--- config.mk ---
export PLATFORM = sky130hd
export DESIGN_NAME = gfx_vram_writer_flat
export DESIGN_NICKNAME = d
export VERILOG_FILES = /design/src/rtl/gfx_vram_writer_if.sv /design/src/rtl/gfx_vram_writer.sv /design/src/flat_wrapper.sv
export SDC_FILE = /design/constraint.sdc
export NUM_CORES = 1
export LEC_CHECK = 0
export ABC_AREA = 1
export CORE_ASPECT_RATIO = 1.1
export CORE_MARGIN = 5
export CORE_UTILIZATION = 50
export CTS_BUF_LIST = sky130_fd_sc_hd__clkbuf_16
export DETAILED_ROUTE_END_ITERATION = 16
export PLACE_DENSITY = 0.82
export SLEW_MARGIN = 20
export SYNTH_ARGS = -nofsm -noshare
export SYNTH_HDL_FRONTEND = slang
export SYNTH_SLANG_ARGS = --single-unit
--- constraint.sdc ---
create_clock -name i_clk -period 4.4 [get_ports i_clk]
set_clock_uncertainty 0.1 [all_clocks]
set_input_delay 1.32 -clock i_clk [delete_from_list [all_inputs] [get_ports i_clk]]
set_output_delay 1.32 -clock i_clk [all_outputs]
set_load 0.01 [all_outputs]
--- src/rtl/gfx_vram_writer_if.sv ---
// gfx_vram_writer_if
// Groups the signals of the VRAM write queue:
//   - the CPU request side: i_req_valid, o_req_ready, i_req_addr, i_req_data
//     and, when GFX_VRAM_WRITER_AUTOINC_EN is defined, i_req_autoinc;
//   - the VGA arbitration input i_free_vbus_b;
//   - the VRAM pin side: o_vaddr, o_vdata, o_vdata_oe, o_vwe_b, o_vbus_own;
//   - status: o_busy, o_fifo_level.
// slave  : the writer block (drives the o_* signals).
// master : the surroundings (CPU decoder, VGA generator, pins).
// FIFO_DEPTH must match the writer so that o_fifo_level has the same width.
interface gfx_vram_writer_if #(
    parameter int FIFO_DEPTH = 4
);
    localparam int LW = $clog2(FIFO_DEPTH) + 1;

    logic          i_req_valid;
    logic          o_req_ready;
    logic [15:0]   i_req_addr;
    logic [7:0]    i_req_data;
`ifdef GFX_VRAM_WRITER_AUTOINC_EN
    logic          i_req_autoinc;
`endif
    logic          i_free_vbus_b;
    logic [15:0]   o_vaddr;
    logic [7:0]    o_vdata;
    logic          o_vdata_oe;
    logic          o_vwe_b;
    logic          o_vbus_own;
    logic          o_busy;
    logic [LW-1:0] o_fifo_level;

    modport slave (
        input  i_req_valid,
        input  i_req_addr,
        input  i_req_data,
`ifdef GFX_VRAM_WRITER_AUTOINC_EN
        input  i_req_autoinc,
`endif
        input  i_free_vbus_b,
        output o_req_ready,
        output o_vaddr,
        output o_vdata,
        output o_vdata_oe,
        output o_vwe_b,
        output o_vbus_own,
        output o_busy,
        output o_fifo_level
    );

    modport master (
        output i_req_valid,
        output i_req_addr,
        output i_req_data,
`ifdef GFX_VRAM_WRITER_AUTOINC_EN
        output i_req_autoinc,
`endif
        output i_free_vbus_b,
        input  o_req_ready,
        input  o_vaddr,
        input  o_vdata,
        input  o_vdata_oe,
        input  o_vwe_b,
        input  o_vbus_own,
        input  o_busy,
        input  o_fifo_level
    );
endinterface

--- src/rtl/gfx_vram_writer.sv ---
// gfx_vram_writer
// Queues CPU write requests (address + byte) in a small FIFO and replays them
// onto the shared VRAM bus, only starting a write while the VGA generator
// reports the bus free (i_free_vbus_b low). Each write is SETUP (1 cycle),
// STROBE (WE_CYCLES cycles, o_vwe_b low), HOLD (1 cycle); from HOLD the next
// queued write may start immediately without passing through IDLE.
// Ports:
//   i_clk  - system clock (shared with the VGA generator)
//   i_rst  - asynchronous, active-high reset
//   bus    - gfx_vram_writer_if.slave: request handshake, bus-free input,
//            VRAM address/data/strobe outputs, busy and FIFO level
// Optional feature: define GFX_VRAM_WRITER_AUTOINC_EN to add i_req_autoinc;
// an autoinc push targets last pushed address + 1 (first one lands at 0).
module gfx_vram_writer #(
    parameter int FIFO_DEPTH = 4,
    parameter int WE_CYCLES  = 1
) (
    input logic                  i_clk,
    input logic                  i_rst,
    gfx_vram_writer_if.slave     bus
);
    localparam int PW = $clog2(FIFO_DEPTH);
    localparam int LW = PW + 1;

    typedef enum logic [1:0] {
        ST_IDLE   = 2'd0,
        ST_SETUP  = 2'd1,
        ST_STROBE = 2'd2,
        ST_HOLD   = 2'd3
    } state_t;

    logic [23:0]   mem_r [FIFO_DEPTH];
    logic [PW-1:0] wr_ptr_r;
    logic [PW-1:0] rd_ptr_r;
    logic [LW-1:0] level_r;
    logic [LW-1:0] level_nxt_s;
    logic          push_s;
    logic          pop_s;
    logic          fifo_empty_s;
    logic [15:0]   push_addr_s;

    state_t        state_r;
    state_t        state_nxt_s;
    logic [1:0]    strb_cnt_r;
    logic          strb_last_s;

    logic          vwe_b_s;
    logic          oe_s;
    logic          own_s;

    logic          ready_r;
    logic          vwe_b_r;
    logic          oe_r;
    logic          own_r;
    logic          busy_r;
    logic [15:0]   vaddr_r;
    logic [7:0]    vdata_r;

    assign fifo_empty_s = (level_r == {LW{1'b0}});
    assign push_s       = bus.i_req_valid & ready_r;
    assign strb_last_s  = (strb_cnt_r == 2'(WE_CYCLES - 1));

`ifdef GFX_VRAM_WRITER_AUTOINC_EN
    logic [15:0] last_addr_r;

    // Autoinc pushes continue from the previously pushed address (wraps at 16'hFFFF).
    always_comb begin
        push_addr_s = bus.i_req_addr;
        if (bus.i_req_autoinc) begin
            push_addr_s = last_addr_r + 16'd1;
        end else begin
            push_addr_s = bus.i_req_addr;
        end
    end

    // Last pushed address; resets to 16'hFFFF so the first autoinc push hits 0.
    always_ff @(posedge i_clk or posedge i_rst) begin
        if (i_rst) begin
            last_addr_r <= 16'hFFFF;
        end else if (push_s) begin
            last_addr_r <= push_addr_s;
        end
    end
`else
    assign push_addr_s = bus.i_req_addr;
`endif

    // FIFO storage; contents need no reset because level/pointers gate every read.
    always_ff @(posedge i_clk) begin
        if (push_s) begin
            mem_r[wr_ptr_r] <= {push_addr_s, bus.i_req_data};
        end
    end

    // Occupancy after this edge; push and pop together leave it unchanged.
    always_comb begin
        level_nxt_s = level_r;
        case ({push_s, pop_s})
            2'b10:   level_nxt_s = level_r + {{(LW-1){1'b0}}, 1'b1};
            2'b01:   level_nxt_s = level_r - {{(LW-1){1'b0}}, 1'b1};
            default: level_nxt_s = level_r;
        endcase
    end

    // FIFO pointers and level; pointers wrap naturally because depth is a power of two.
    always_ff @(posedge i_clk or posedge i_rst) begin
        if (i_rst) begin
            wr_ptr_r <= {PW{1'b0}};
            rd_ptr_r <= {PW{1'b0}};
            level_r  <= {LW{1'b0}};
        end else begin
            if (push_s) begin
                wr_ptr_r <= wr_ptr_r + {{(PW-1){1'b0}}, 1'b1};
            end
            if (pop_s) begin
                rd_ptr_r <= rd_ptr_r + {{(PW-1){1'b0}}, 1'b1};
            end
            level_r <= level_nxt_s;
        end
    end

    // FSM state register.
    always_ff @(posedge i_clk or posedge i_rst) begin
        if (i_rst) begin
            state_r <= ST_IDLE;
        end else begin
            state_r <= state_nxt_s;
        end
    end

    // Strobe length counter: runs only inside STROBE, cleared everywhere else.
    always_ff @(posedge i_clk or posedge i_rst) begin
        if (i_rst) begin
            strb_cnt_r <= 2'd0;
        end else if ((state_r == ST_STROBE) && !strb_last_s) begin
            strb_cnt_r <= strb_cnt_r + 2'd1;
        end else begin
            strb_cnt_r <= 2'd0;
        end
    end

    // FSM next state; a write is only started (pop) at the IDLE/HOLD decision edge.
    always_comb begin
        state_nxt_s = state_r;
        pop_s       = 1'b0;
        case (state_r)
            ST_IDLE: begin
                if (!fifo_empty_s && !bus.i_free_vbus_b) begin
                    pop_s       = 1'b1;
                    state_nxt_s = ST_SETUP;
                end else begin
                    state_nxt_s = ST_IDLE;
                end
            end
            ST_SETUP: begin
                state_nxt_s = ST_STROBE;
            end
            ST_STROBE: begin
                if (strb_last_s) begin
                    state_nxt_s = ST_HOLD;
                end else begin
                    state_nxt_s = ST_STROBE;
                end
            end
            ST_HOLD: begin
                if (!fifo_empty_s && !bus.i_free_vbus_b) begin
                    pop_s       = 1'b1;
                    state_nxt_s = ST_SETUP;
                end else begin
                    state_nxt_s = ST_IDLE;
                end
            end
            default: begin
                state_nxt_s = ST_IDLE;
            end
        endcase
    end

    // Bus control decoded from the next state so the registered pins line up with the state.
    always_comb begin
        vwe_b_s = 1'b1;
        oe_s    = 1'b0;
        own_s   = 1'b0;
        case (state_nxt_s)
            ST_IDLE: begin
                vwe_b_s = 1'b1;
                oe_s    = 1'b0;
                own_s   = 1'b0;
            end
            ST_SETUP, ST_HOLD: begin
                vwe_b_s = 1'b1;
                oe_s    = 1'b1;
                own_s   = 1'b1;
            end
            ST_STROBE: begin
                vwe_b_s = 1'b0;
                oe_s    = 1'b1;
                own_s   = 1'b1;
            end
            default: begin
                vwe_b_s = 1'b1;
                oe_s    = 1'b0;
                own_s   = 1'b0;
            end
        endcase
    end

    // Registered outputs; address/data load on pop and otherwise hold their last value.
    always_ff @(posedge i_clk or posedge i_rst) begin
        if (i_rst) begin
            ready_r <= 1'b1;
            vwe_b_r <= 1'b1;
            oe_r    <= 1'b0;
            own_r   <= 1'b0;
            busy_r  <= 1'b0;
            vaddr_r <= 16'h0000;
            vdata_r <= 8'h00;
        end else begin
            ready_r <= (level_nxt_s < LW'(FIFO_DEPTH));
            vwe_b_r <= vwe_b_s;
            oe_r    <= oe_s;
            own_r   <= own_s;
            busy_r  <= (level_nxt_s != {LW{1'b0}}) || (state_nxt_s != ST_IDLE);
            if (pop_s) begin
                vaddr_r <= mem_r[rd_ptr_r][23:8];
                vdata_r <= mem_r[rd_ptr_r][7:0];
            end
        end
    end

    assign bus.o_req_ready  = ready_r;
    assign bus.o_vaddr      = vaddr_r;
    assign bus.o_vdata      = vdata_r;
    assign bus.o_vdata_oe   = oe_r;
    assign bus.o_vwe_b      = vwe_b_r;
    assign bus.o_vbus_own   = own_r;
    assign bus.o_busy       = busy_r;
    assign bus.o_fifo_level = level_r;
endmodule
--- src/flat_wrapper.sv ---
// flat-port wrapper written by rule: the top's interface ports become plain ports
module gfx_vram_writer_flat 
#(
    parameter int FIFO_DEPTH = 4,
    parameter int WE_CYCLES  = 1
)
  (i_clk, i_rst, bus_i_req_valid, bus_i_req_addr, bus_i_req_data, bus_i_free_vbus_b, bus_o_req_ready, bus_o_vaddr, bus_o_vdata, bus_o_vdata_oe, bus_o_vwe_b, bus_o_vbus_own, bus_o_busy, bus_o_fifo_level);
  gfx_vram_writer_if #(.FIFO_DEPTH(FIFO_DEPTH)) bus_i ();
  input logic i_clk;
  input logic i_rst;
  input wire logic [$bits(bus_i.i_req_valid)-1:0] bus_i_req_valid;
  input wire logic [$bits(bus_i.i_req_addr)-1:0] bus_i_req_addr;
  input wire logic [$bits(bus_i.i_req_data)-1:0] bus_i_req_data;
  input wire logic [$bits(bus_i.i_free_vbus_b)-1:0] bus_i_free_vbus_b;
  output wire logic [$bits(bus_i.o_req_ready)-1:0] bus_o_req_ready;
  output wire logic [$bits(bus_i.o_vaddr)-1:0] bus_o_vaddr;
  output wire logic [$bits(bus_i.o_vdata)-1:0] bus_o_vdata;
  output wire logic [$bits(bus_i.o_vdata_oe)-1:0] bus_o_vdata_oe;
  output wire logic [$bits(bus_i.o_vwe_b)-1:0] bus_o_vwe_b;
  output wire logic [$bits(bus_i.o_vbus_own)-1:0] bus_o_vbus_own;
  output wire logic [$bits(bus_i.o_busy)-1:0] bus_o_busy;
  output wire logic [$bits(bus_i.o_fifo_level)-1:0] bus_o_fifo_level;
  assign bus_i.i_req_valid = bus_i_req_valid;
  assign bus_i.i_req_addr = bus_i_req_addr;
  assign bus_i.i_req_data = bus_i_req_data;
  assign bus_i.i_free_vbus_b = bus_i_free_vbus_b;
  assign bus_o_req_ready = bus_i.o_req_ready;
  assign bus_o_vaddr = bus_i.o_vaddr;
  assign bus_o_vdata = bus_i.o_vdata;
  assign bus_o_vdata_oe = bus_i.o_vdata_oe;
  assign bus_o_vwe_b = bus_i.o_vwe_b;
  assign bus_o_vbus_own = bus_i.o_vbus_own;
  assign bus_o_busy = bus_i.o_busy;
  assign bus_o_fifo_level = bus_i.o_fifo_level;
  gfx_vram_writer #(.FIFO_DEPTH(FIFO_DEPTH), .WE_CYCLES(WE_CYCLES)) u_core (.i_clk(i_clk), .i_rst(i_rst), .bus(bus_i));
endmodule
## Word-level counts from Yosys, hierarchy flattened

Memories as Yosys holds them, arrays and structs flattened. A register that Yosys moved wholly into a read port is not among the register bits.
Index checks and enable logic that the tools add are counted.

- Register bits after elaboration: 15
- Bits in writable memories: 96
- Input bits: 28
- Output and inout bits: 32
- Logic and storage cells: 51
- Memories kept: 1

- $add $sub $neg: 5
- Magnitude comparators: 1
- Equality and inequality tests: 8
- Mux-type cells: 11
- Bitwise logic cells: 1
- Reduce and logical (&&, ||, !) cells: 15

Memory list:

| name | words | bits a word | read ports | clocked after Yosys merged registers in | write ports | RTL line | source |
|---|---|---|---|---|---|---|---|
| u_core.mem_r | 4 | 24 | 1 | 1 | 1 | gfx_vram_writer.sv:32 | `logic [23:0] mem_r [FIFO_DEPTH];` |

Operator list:

| operator | number |
|---|---|
| == test 2 bit (second input constant) | 5 |
| adder 2 x 1 -> 2 bit (second input constant) | 3 |
| == test 2 x 1 -> 1 bit (second input constant) | 3 |
| logical NOT 2 bit | 3 |
| two-way mux 1 bit | 6 |
| case mux 2 bit (3 select lines) | 1 |
| case mux 3 bit (2 select lines) | 1 |
| OR reduction 3 bit | 2 |
| case mux 1 bit (2 select lines) | 2 |
| adder 3 x 1 -> 3 bit (second input constant) | 1 |
| logical NOT 1 bit | 3 |
| logical NOT 3 bit | 1 |
| less-than comparator 3 bit (second input constant) | 1 |
| nonzero test 3 bit | 1 |
| subtractor 3 x 1 -> 3 bit (second input constant) | 1 |
| logical AND 1 bit | 2 |
| two-way mux 2 bit | 1 |
| nonzero test 2 bit | 1 |
| OR reduction 2 bit | 1 |
| bitwise AND 1 bit | 1 |
| logical OR 1 bit | 1 |

## Longest topological paths before layout

- Depth after elaboration: 9
- Gate-level depth with buffers: 17
- Gate-level depth less buffers: 16

## Worst setup path after synthesis

No wires, ideal clock.

- Path kind: input-to-reg
- From: input port bus_i_free_vbus_b
- To: register u_core.busy_r (netlist: u_core.bus.o_busy)
- Setup time: 0.122 ns
- Arrival: 2.846 ns
- Required time: 4.178 ns
- Setup slack: 1.332 ns
- Stages: 12
- Buffers on the path: 1
- Cell sequence: nor2_2 nand2_2 inv_2 buf_4 ha_1 inv_1 fa_1 nand2_1 o21ai_0 nand3_1 nor2_1 nand2_1

- Longest elaborated chain between the ends: 8
- Elaborated cells on any way between the ends: 12
- Those cells by class: eq/ne (2); mux (5); reduce/logical (5)

RTL lines:

| what | RTL line | source |
|---|---|---|
| start, declared | flat_wrapper.sv:14 | `input wire logic [$bits(bus_i.i_free_vbus_b)-1:0] bus_i_free_vbus_b;` |
| logical NOT 1 bit (*) | gfx_vram_writer.sv:148, gfx_vram_writer.sv:166 |  |
| logical AND 1 bit (*) | gfx_vram_writer.sv:148, gfx_vram_writer.sv:166 |  |
| two-way mux 1 bit (*) | gfx_vram_writer.sv:148, gfx_vram_writer.sv:166 |  |
| two-way mux 1 bit (*) | - |  |
| via u_core.pop_s | gfx_vram_writer.sv:38 | `logic pop_s;` |
| == test 2 x 1 -> 1 bit or == test 2 bit (tied branches) | gfx_vram_writer.sv:98 | `case ({push_s, pop_s})` |
| case mux 3 bit (2 select lines) (*) | gfx_vram_writer.sv:98 |  |
| nonzero test 3 bit (*) | gfx_vram_writer.sv:223 | `busy_r <= (level_nxt_s != {LW{1'b0}}) \|\| (state_nxt_s != ST_IDLE);` |
| logical OR 1 bit (*) | gfx_vram_writer.sv:223 |  |
| end signal, assigned | gfx_vram_writer.sv:223 |  |
| end, declared | gfx_vram_writer.sv:55 | `logic busy_r;` |

Mark *: on every way through the listed nets, which the timed path passes. The rest lies on a longest branch.
A chain may end at the register's enable or synchronous reset.

## Worst setup path in the final report

- From: input port bus_i_req_valid
- To: register u_core.busy_r (netlist: u_core.bus.o_busy)

- Longest elaborated chain between the ends: 5
- Elaborated cells on any way between the ends: 6
- Those cells by class: eq/ne (2); mux (1); bitwise (1); reduce/logical (2)

RTL lines:

| what | RTL line | source |
|---|---|---|
| start, declared | flat_wrapper.sv:11 | `input wire logic [$bits(bus_i.i_req_valid)-1:0] bus_i_req_valid;` |
| bitwise AND 1 bit (*) | gfx_vram_writer.sv:60 | `assign push_s = bus.i_req_valid & ready_r;` |
| == test 2 x 1 -> 1 bit or == test 2 bit (tied branches) | gfx_vram_writer.sv:98 |  |
| case mux 3 bit (2 select lines) (*) | gfx_vram_writer.sv:98 |  |
| nonzero test 3 bit (*) | gfx_vram_writer.sv:223 |  |
| logical OR 1 bit (*) | gfx_vram_writer.sv:223 |  |

Mark *: on every way between the ends. The rest lies on a longest branch, timed or not.

==> metrics.md <==
| Metric | Value |
|---|---|
| Run status | complete, no violations |
| Mux contribution to synthesized area | 0% |
| Postcts setup bufs | 0 |
| Worst Path Buf+Inv | 2 |
| CTS sink count | between 100 and 150 |
| Global placer's final weighted congestion | roughly 0.82 |
| TritonCTS clock tree | built |
| Sw power | 0.00162 W |
| Worst Path Arrival | 3.34 ns |
| CTS root buf | clkbuf_16 |
| Most frequent cells in the layout | nor2_1, edfxtp_1, clkdlybuf4s50_1 |
| Area of the mapped netlist | about 5300 µm² |
| # port buffers | just under 60 |
| Synth Area in Compound Gates | a little over 7% |
| Critical setup path kind | in2reg |
| Worst reg2reg path depth | 14 |
| Max Clk Rate | between 300 and 400 MHz |
| Cts bufs inserted | 17 |
| Die height | 118 µm |
| Initial Util | 50.9% |
| WP depth | 10 |
| Post-Syn Nets | 480 |
| Clock Tree Buf Depth | 2 |
| Die area | between 10000 and 15000 µm² |
| Maxcap violations | 0 |
| R2R setup slack | between 2 and 2.5 ns |
| Post-synthesis sequential area ratio | between 70 and 80% |
| Switching share of power | ~34% |
| HPWL after DPL | between 6 and 7 mm |
| Xor-xnor portion of the synthesized cell area | 0.332% |
| 1st-iter DRT viols | about 300 |
| Number of top-level pins | 60 |
| Clock power share | 26.2% |
| Unique masters post-synth | 25 |
| Synth top area cells | edfxtp_1, dfrtp_1, nor2_1 |
| # rows | 39 |
| Simple-gate portion of the synthesized area | between 10 and 15% |
| Clk_lat worst skew | about 0.4 ns |
| CP max stage delay | approximately 0.50 ns |
| Period utilization | between 70% and 80% |
| Part of the power in registers | roughly two fifths |
| Yosys top cell area share | around 55% |
| DR vias/cell | around 5.2 |
| IR drop worst, VDD | about 0.29 mV |
| Residual DRC count | 0 |
| Internal | 0.00310 W |
| GR Overflow Total | 0 |
| First-pass GRT wire length | around 17 mm |
| Combinational power share | roughly a third |
| Detailed Route WL | approximately 11 mm |
| Vias in the first global route | 3400 |
| H-tree Lvls | 4 |
| Leakage power | between 2 and 2.5 nW |
| Worst-margin pin slew | 0.884 ns |
| Largest net degree at the start of global routing | 51 |
| Crit path max-delay family | adder cells |
| Slowest-stage cell, CP | fa_1 |
| ANT cells | 0 |
| Adder-cell area share of the yosys netlist | about 2.3% |
| WP data required | 4.60 ns |
| Crit-path cells | clkdlybuf4s50_1 > nand2_1 > ha_1 > inv_1 > fa_1 > nand2_1 > o21ai_0 > nand3_1 > nor2_1 > nand2_1 |
| Layout Area Growth over Synthesis | 23.6% |
| Nets@finish | around 550 |
| Hold depth | 1 |
| Setup TNS | 0 ns |
| Die Wd | 108 µm |
| Vias | 3432 |
| Clock transition at path regs | about 0.06 ns |
| First drt pass iteration count | 4 |
| Critical path fanouts, max | 8 |
| Largest family of logic cells by synthesized area | simple AND/OR/NAND/NOR gates |
| CTS resizes | 0 |
| Startpoint Class | primary input |
| Fill count | around 760 |
| RSZ-0062 raised after global routing | no |
| Ys Warns | 0 |
| Cell Pwr Density | 724 nW/µm² |
| Fin. Hold Viols | 0 |
| Final setup vio count | 0 |
| Post-DRT Antenna Nets | 0 |
| Crit path capture type | flip-flop |
| Max Slew Vio Count | 0 |
| Synth Area per Inst | ~12 µm² |
| Core ar. | ~10000 µm² |
| Share of layout cells above drive strength 1 | ~8.8% |
| Syn Inst Count | about 440 |
| Worst rel slew slack | about 41% |
| Yosys reg bits | between 100 and 150 |
| Hold Buf Count CTS | 0 |
| Yosys top cell by area | edfxtp_1 |
| Hold WS | between 0.3 and 0.4 ns |
| Commonest non-fill, non-tap cell in the layout | nor2_1 |
| GRT Util Overall | 17.8% |
| Routed length per instance | 16.1 µm |
| Crit-path most repeated cell | nand2_1 |
| Post-layout min period | roughly 3.1 ns |
| Hold Path Class | reg2reg |
| Initial antenna violation count | 0 |
## cell usage after synthesis
cell type,instances
dfrtp_1,37
a21oi_1,26
buf_6,2
buf_1,1
buf_4,5
nand3_1,2
nor2_1,153
edfxtp_1,96
nand2_1,15
inv_2,3
nor3b_1,1
inv_1,23
clkbuf_2,1
fa_1,1
clkbuf_1,4
o21ai_0,34
nand4_1,1
nand2_2,1
xor2_1,2
nor2_2,2
ha_1,8
o21ai_1,15
nor3_1,1
buf_2,7
dfstp_2,2
## area by class of cell
type / count / area (µm²) / area share (%)
Sequential cell: 135 / 3860 / 59.3
Multi-Input combinational cell: 262 / 1200 / 18.4
Inverter: 26 / 97.6 / 1.50
Clock inverter: 15 / 97.6 / 1.50
Clock buffer: 17 / 425 / 6.53
Tap cell: 143 / 179 / 2.75
Timing Repair Buffer: 67 / 651 / 9.99
## cell families (layout without fill, tap and decap cells)
logic type,Yosys count,count (layout)
buffers and inverters,46,125
adder cells (fa/ha/maj),9,9
AO/OA/AOI/OAI,75,75
flip-flops,135,135
AND/OR/NAND/NOR,176,176
XOR/XNOR,2,2
## per-layer routing
metal	vias to the layer above	wire length, µm	global-route usage, %	part of all wire, %
met3	9	918	7.08	8.6
met4	0	74	4.50	0.69
met2	151	5430	28.4	51
met5	-	0	0	0
met1	1659	4270	22.8	40
li1	1613	-	-	-
## worst register-to-register path: cells and delay by family (launching register included)
family | cells | cell delay, ns
DFF | 1 | 0.35
AOI/OAI and AO/OA | 1 | 0.12
and+or+nand+nor | 6 | 0.51
adders and majority gates | 3 | 0.94
buffers and inverters | 4 | 0.25
## power groups by stage
stage	registers [W]	logic, W	clock network [W]
3_5_place_dp	0.00186	0.00162	0
2_1_floorplan	0.00191	0.000970	0
3_3_place_gp	0.00185	0.00156	0
5_1_grt	0.00187	0.00182	0.00132
6_report	0.00184	0.00164	0.00124
4_1_cts	0.00184	0.00165	0.00125
## final timing paths
kind                                 startpoint                     to
max in group asynchronous                 i_rst  u_core.bus.o_vaddr[4]
min in group asynchronous                 i_rst  u_core.bus.o_vaddr[6]
min reg2reg                u_core.strb_cnt_r[0]   u_core.strb_cnt_r[0]
min                        u_core.strb_cnt_r[0]   u_core.strb_cnt_r[0]
max                             bus_i_req_valid      u_core.bus.o_busy
max reg2reg                   u_core.state_r[0]      u_core.bus.o_busy
## state kept, by name, indices dropped and copies added (netlist names)
| signal | cells |
|---|---|
| u_core.bus.o_vaddr | 16 |
| u_core.strb_cnt_r | 2 |
| u_core.bus.o_vdata_oe | 1 |
| u_core.bus.o_req_ready | 1 |
| u_core.rd_ptr_r | 2 |
| u_core.bus.o_vwe_b | 1 |
| u_core.wr_ptr_r | 2 |
| u_core.bus.o_busy | 1 |
| u_core.mem_r | 96 |
| u_core.bus.o_vdata | 8 |
| u_core.state_r | 2 |
| u_core.bus.o_fifo_level | 3 |
## per-stage QoR
| stage | instance area (µm²) | utilization [%] | instances | setup WS, ns | power [W] |
|---|---|---|---|---|---|
| 2_1_floorplan | 5270 | - | 443 | 1.33 | 0.00288 |
| 3_3_place_gp | 5990 | 57.9 | 633 | 1.02 | 0.00340 |
| 3_5_place_dp | 5990 | 57.9 | 633 | 0.889 | 0.00348 |
| 4_1_cts | 6510 | 63.0 | 665 | 1.33 | 0.00474 |
| 5_1_grt | 6510 | 63.0 | 665 | 1.17 | 0.00501 |
| 6_report | 6510 | 63.0 | 665 | 1.26 | 0.00472 |
No activity file was read; power rests on OpenSTA's default activity.
==> edit, RTL diff (same flow settings) <==
`FIFO_DEPTH` is set to 4 in 3 places; all go to 8.
--- a/src/rtl/gfx_vram_writer_if.sv
+++ b/src/rtl/gfx_vram_writer_if.sv
@@ -9,7 +9,7 @@
 // master : the surroundings (CPU decoder, VGA generator, pins).
 // FIFO_DEPTH must match the writer so that o_fifo_level has the same width.
 interface gfx_vram_writer_if #(
-    parameter int FIFO_DEPTH = 4
+    parameter int FIFO_DEPTH = 8
 );
     localparam int LW = $clog2(FIFO_DEPTH) + 1;
 
--- a/src/rtl/gfx_vram_writer.sv
+++ b/src/rtl/gfx_vram_writer.sv
@@ -12,7 +12,7 @@
 // Optional feature: define GFX_VRAM_WRITER_AUTOINC_EN to add i_req_autoinc;
 // an autoinc push targets last pushed address + 1 (first one lands at 0).
 module gfx_vram_writer #(
-    parameter int FIFO_DEPTH = 4,
+    parameter int FIFO_DEPTH = 8,
     parameter int WE_CYCLES  = 1
 ) (
     input logic                  i_clk,
--- a/src/flat_wrapper.sv
+++ b/src/flat_wrapper.sv
@@ -1,7 +1,7 @@
 // flat-port wrapper written by rule: the top's interface ports become plain ports
 module gfx_vram_writer_flat 
 #(
-    parameter int FIFO_DEPTH = 4,
+    parameter int FIFO_DEPTH = 8,
     parameter int WE_CYCLES  = 1
 )
   (i_clk, i_rst, bus_i_req_valid, bus_i_req_addr, bus_i_req_data, bus_i_free_vbus_b, bus_o_req_ready, bus_o_vaddr, bus_o_vdata, bus_o_vdata_oe, bus_o_vwe_b, bus_o_vbus_own, bus_o_busy, bus_o_fifo_level);
Ports: changed (resized bus_o_fifo_level); port bits go from 60 to 61. No check against the original RTL was run, so the function may have changed too.
==> edit against the original RTL <==
Clock power grew 48%; wire length grew 82%; combinational power grew 43%; final area grew 67%; setup slack gained 0.077 ns; synthesized area grew 77%; total power grew 55%; sequential cell count grew 99; critical endpoint is now u_core.mem_r[1][9]$_DFFE_PP_.
==> edit: results (changes against the original RTL) <==
[synth]
synth_most_common_cell = edfxtp_1
syn_nets = 770  ; +60%
synth_warnings = 0  ; unchanged
synth_cell_type_count = 28  ; +12%
synth_seq_area_share_pct = 73.12  ; -0.17 points
netlist_top_cells_count = edfxtp_1, nor2_1, nand2_1, o21ai_0, o211ai_1
synthArstFlopShare_pct = 17.95  ; -11 points
synthTopCellsByArea = edfxtp_1, dfrtp_1, o21ai_0
synth_edf_count = 192  ; +100%

[timing]
hold_viol = 0  ; unchanged
worst_pin_slew_ns = 0.9967  ; +0.1127 ns

[placement]
gp_congestion = 0.7677  ; -6.7%
hpwl_mm = 11.38  ; +80%
port_buffers = 60  ; +1.7%
placed_area_sq_um = 10150  ; +69%

[global_routing]
grt_pass1_wl_mm = 31.35  ; +82%
use_met3_pct = 2.219  ; -4.9 points
grt_pass1_vias = 5969  ; +76%
antenna_found_initial = 0  ; unchanged
met2_usage_pct = 30.73  ; +2.3 points
grt_usage_pct = 18.00  ; +0.20 points
grt_use_met1_pct = 23.96  ; +1.2 points
grt_max_degree = 99  ; +94%

[detailed_routing]
vias = 5902  ; +72%
drc = 0  ; unchanged
drt_first_pass_iters = 5  ; +1
drt_iter0_markers = 716  ; +140%
post_drt_wl_per_cell_microns = 18.46  ; +15%

[clock_network]
cts-resized-gates = 0  ; unchanged
numCtsBuffers = 22  ; +5
clockBufferDepth = 3  ; +1
clock_latency_ns = 0.50  ; +0.09 ns
ctsHoldBuffers = 0  ; unchanged
cts.htree.levels = 1  ; -3
cts_setup_buffers = 0  ; unchanged

[critical_path]
crit_fanout = 13  ; +5
arrival_ns = 3.16  ; -0.18 ns
r2r_cells = 14  ; unchanged

[power]
vdd_drop_max_mv = 0.3491  ; +21%
power_leakage_nw = 3.933  ; +59%

[worst_hold_path]
holdPathStages = 1  ; unchanged

[finish]
drive_above_1_share_pct = 10.49  ; +1.7 points
largest_reg_flops = 192  ; +100%
final_nets = 830  ; +52%

[status]
status = finished clean

-- edit: cell count changes after synthesis, moves of 8 or more --
| cell | change |
|---|---|
| nor2_1 | -63 |
| edfxtp_1 | +96 |
| nand2_1 | +65 |
| inv_1 | +22 |
| o21ai_0 | +42 |
| nand3_1 | +28 |
| o211ai_1 | +48 |
| nor2_2 | +19 |
| o21ai_1 | +8 |
-- edit: area by class of cell --
cell class | count | area, sq um
multi-input combinational | 411 | 2097
timing repair buffer | 77 | 740.7
clock inverter | 17 | 123.9
inverter | 48 | 185.2
clock buffer | 23 | 575.6
sequential | 234 | 6824
tap | 243 | 304.0
fill | 1353 | 7497
-- edit: worst paths after layout --
kind,startpoint,to,slack [ns]
max,bus_i_req_valid,u_core.mem_r[1][9]$_DFFE_PP_,1.33
min,u_core.strb_cnt_r[0]$_DFF_PP0_,u_core.strb_cnt_r[0]$_DFF_PP0_,0.34
max reg2reg,u_core.state_r[0]$_DFF_PP0_,u_core.bus.o_busy$_DFF_PP0_,1.86
min reg2reg,u_core.strb_cnt_r[0]$_DFF_PP0_,u_core.strb_cnt_r[0]$_DFF_PP0_,0.34
max in group asynchronous,i_rst,u_core.bus.o_req_ready$_DFF_PP1_,2.28
min in group asynchronous,i_rst,u_core.strb_cnt_r[1]$_DFF_PP0_,1.20
-- edit: cell families (layout without fill, tap and decap cells) --
kind of cell,Yosys count,in the layout,share of synthesized area [%]
buffers and inverters,89,165,4.615
AO/OA/AOI/OAI,172,172,10.52
XOR/XNOR,5,5,0.4696
flip-flops,234,234,73.12
adder cells (fa/ha/maj),8,8,1.073
AND/OR/NAND/NOR,226,226,10.21
-- edit: critical path: stages --
cell             delay, ns
clkdlybuf4s50_1       0.46
nand2_1               0.16
inv_1                 0.16
nand2_1               0.17
nor2_2                0.53
buf_4                 0.35
-- edit: per-layer routing --
| layer | part of all wire (%) | routed length, microns |
|---|---|---|
| met1 | 41 | 7910 |
| met2 | 51 | 9962 |
| met3 | 5.7 | 1108 |
| met4 | 2.3 | 454 |
| met5 | 0 | 0 |
-- edit: through the flow --
stage	util, %	setup WS [ns]	instances
3_5_place_dp	55.33	0.8495	1013
2_1_floorplan	-	1.119	734
5_1_grt	59.14	1.195	1053
4_1_cts	59.14	1.329	1053
6_report	59.14	1.333	1053
3_3_place_gp	55.33	0.9160	1013
-- edit: power by group --
group          internal [mW]  leakage [nW]  switching (mW)
Clock                   1.06         0.371           0.768
Combinational          0.888          1.32            1.45
Sequential              2.82          2.24           0.336
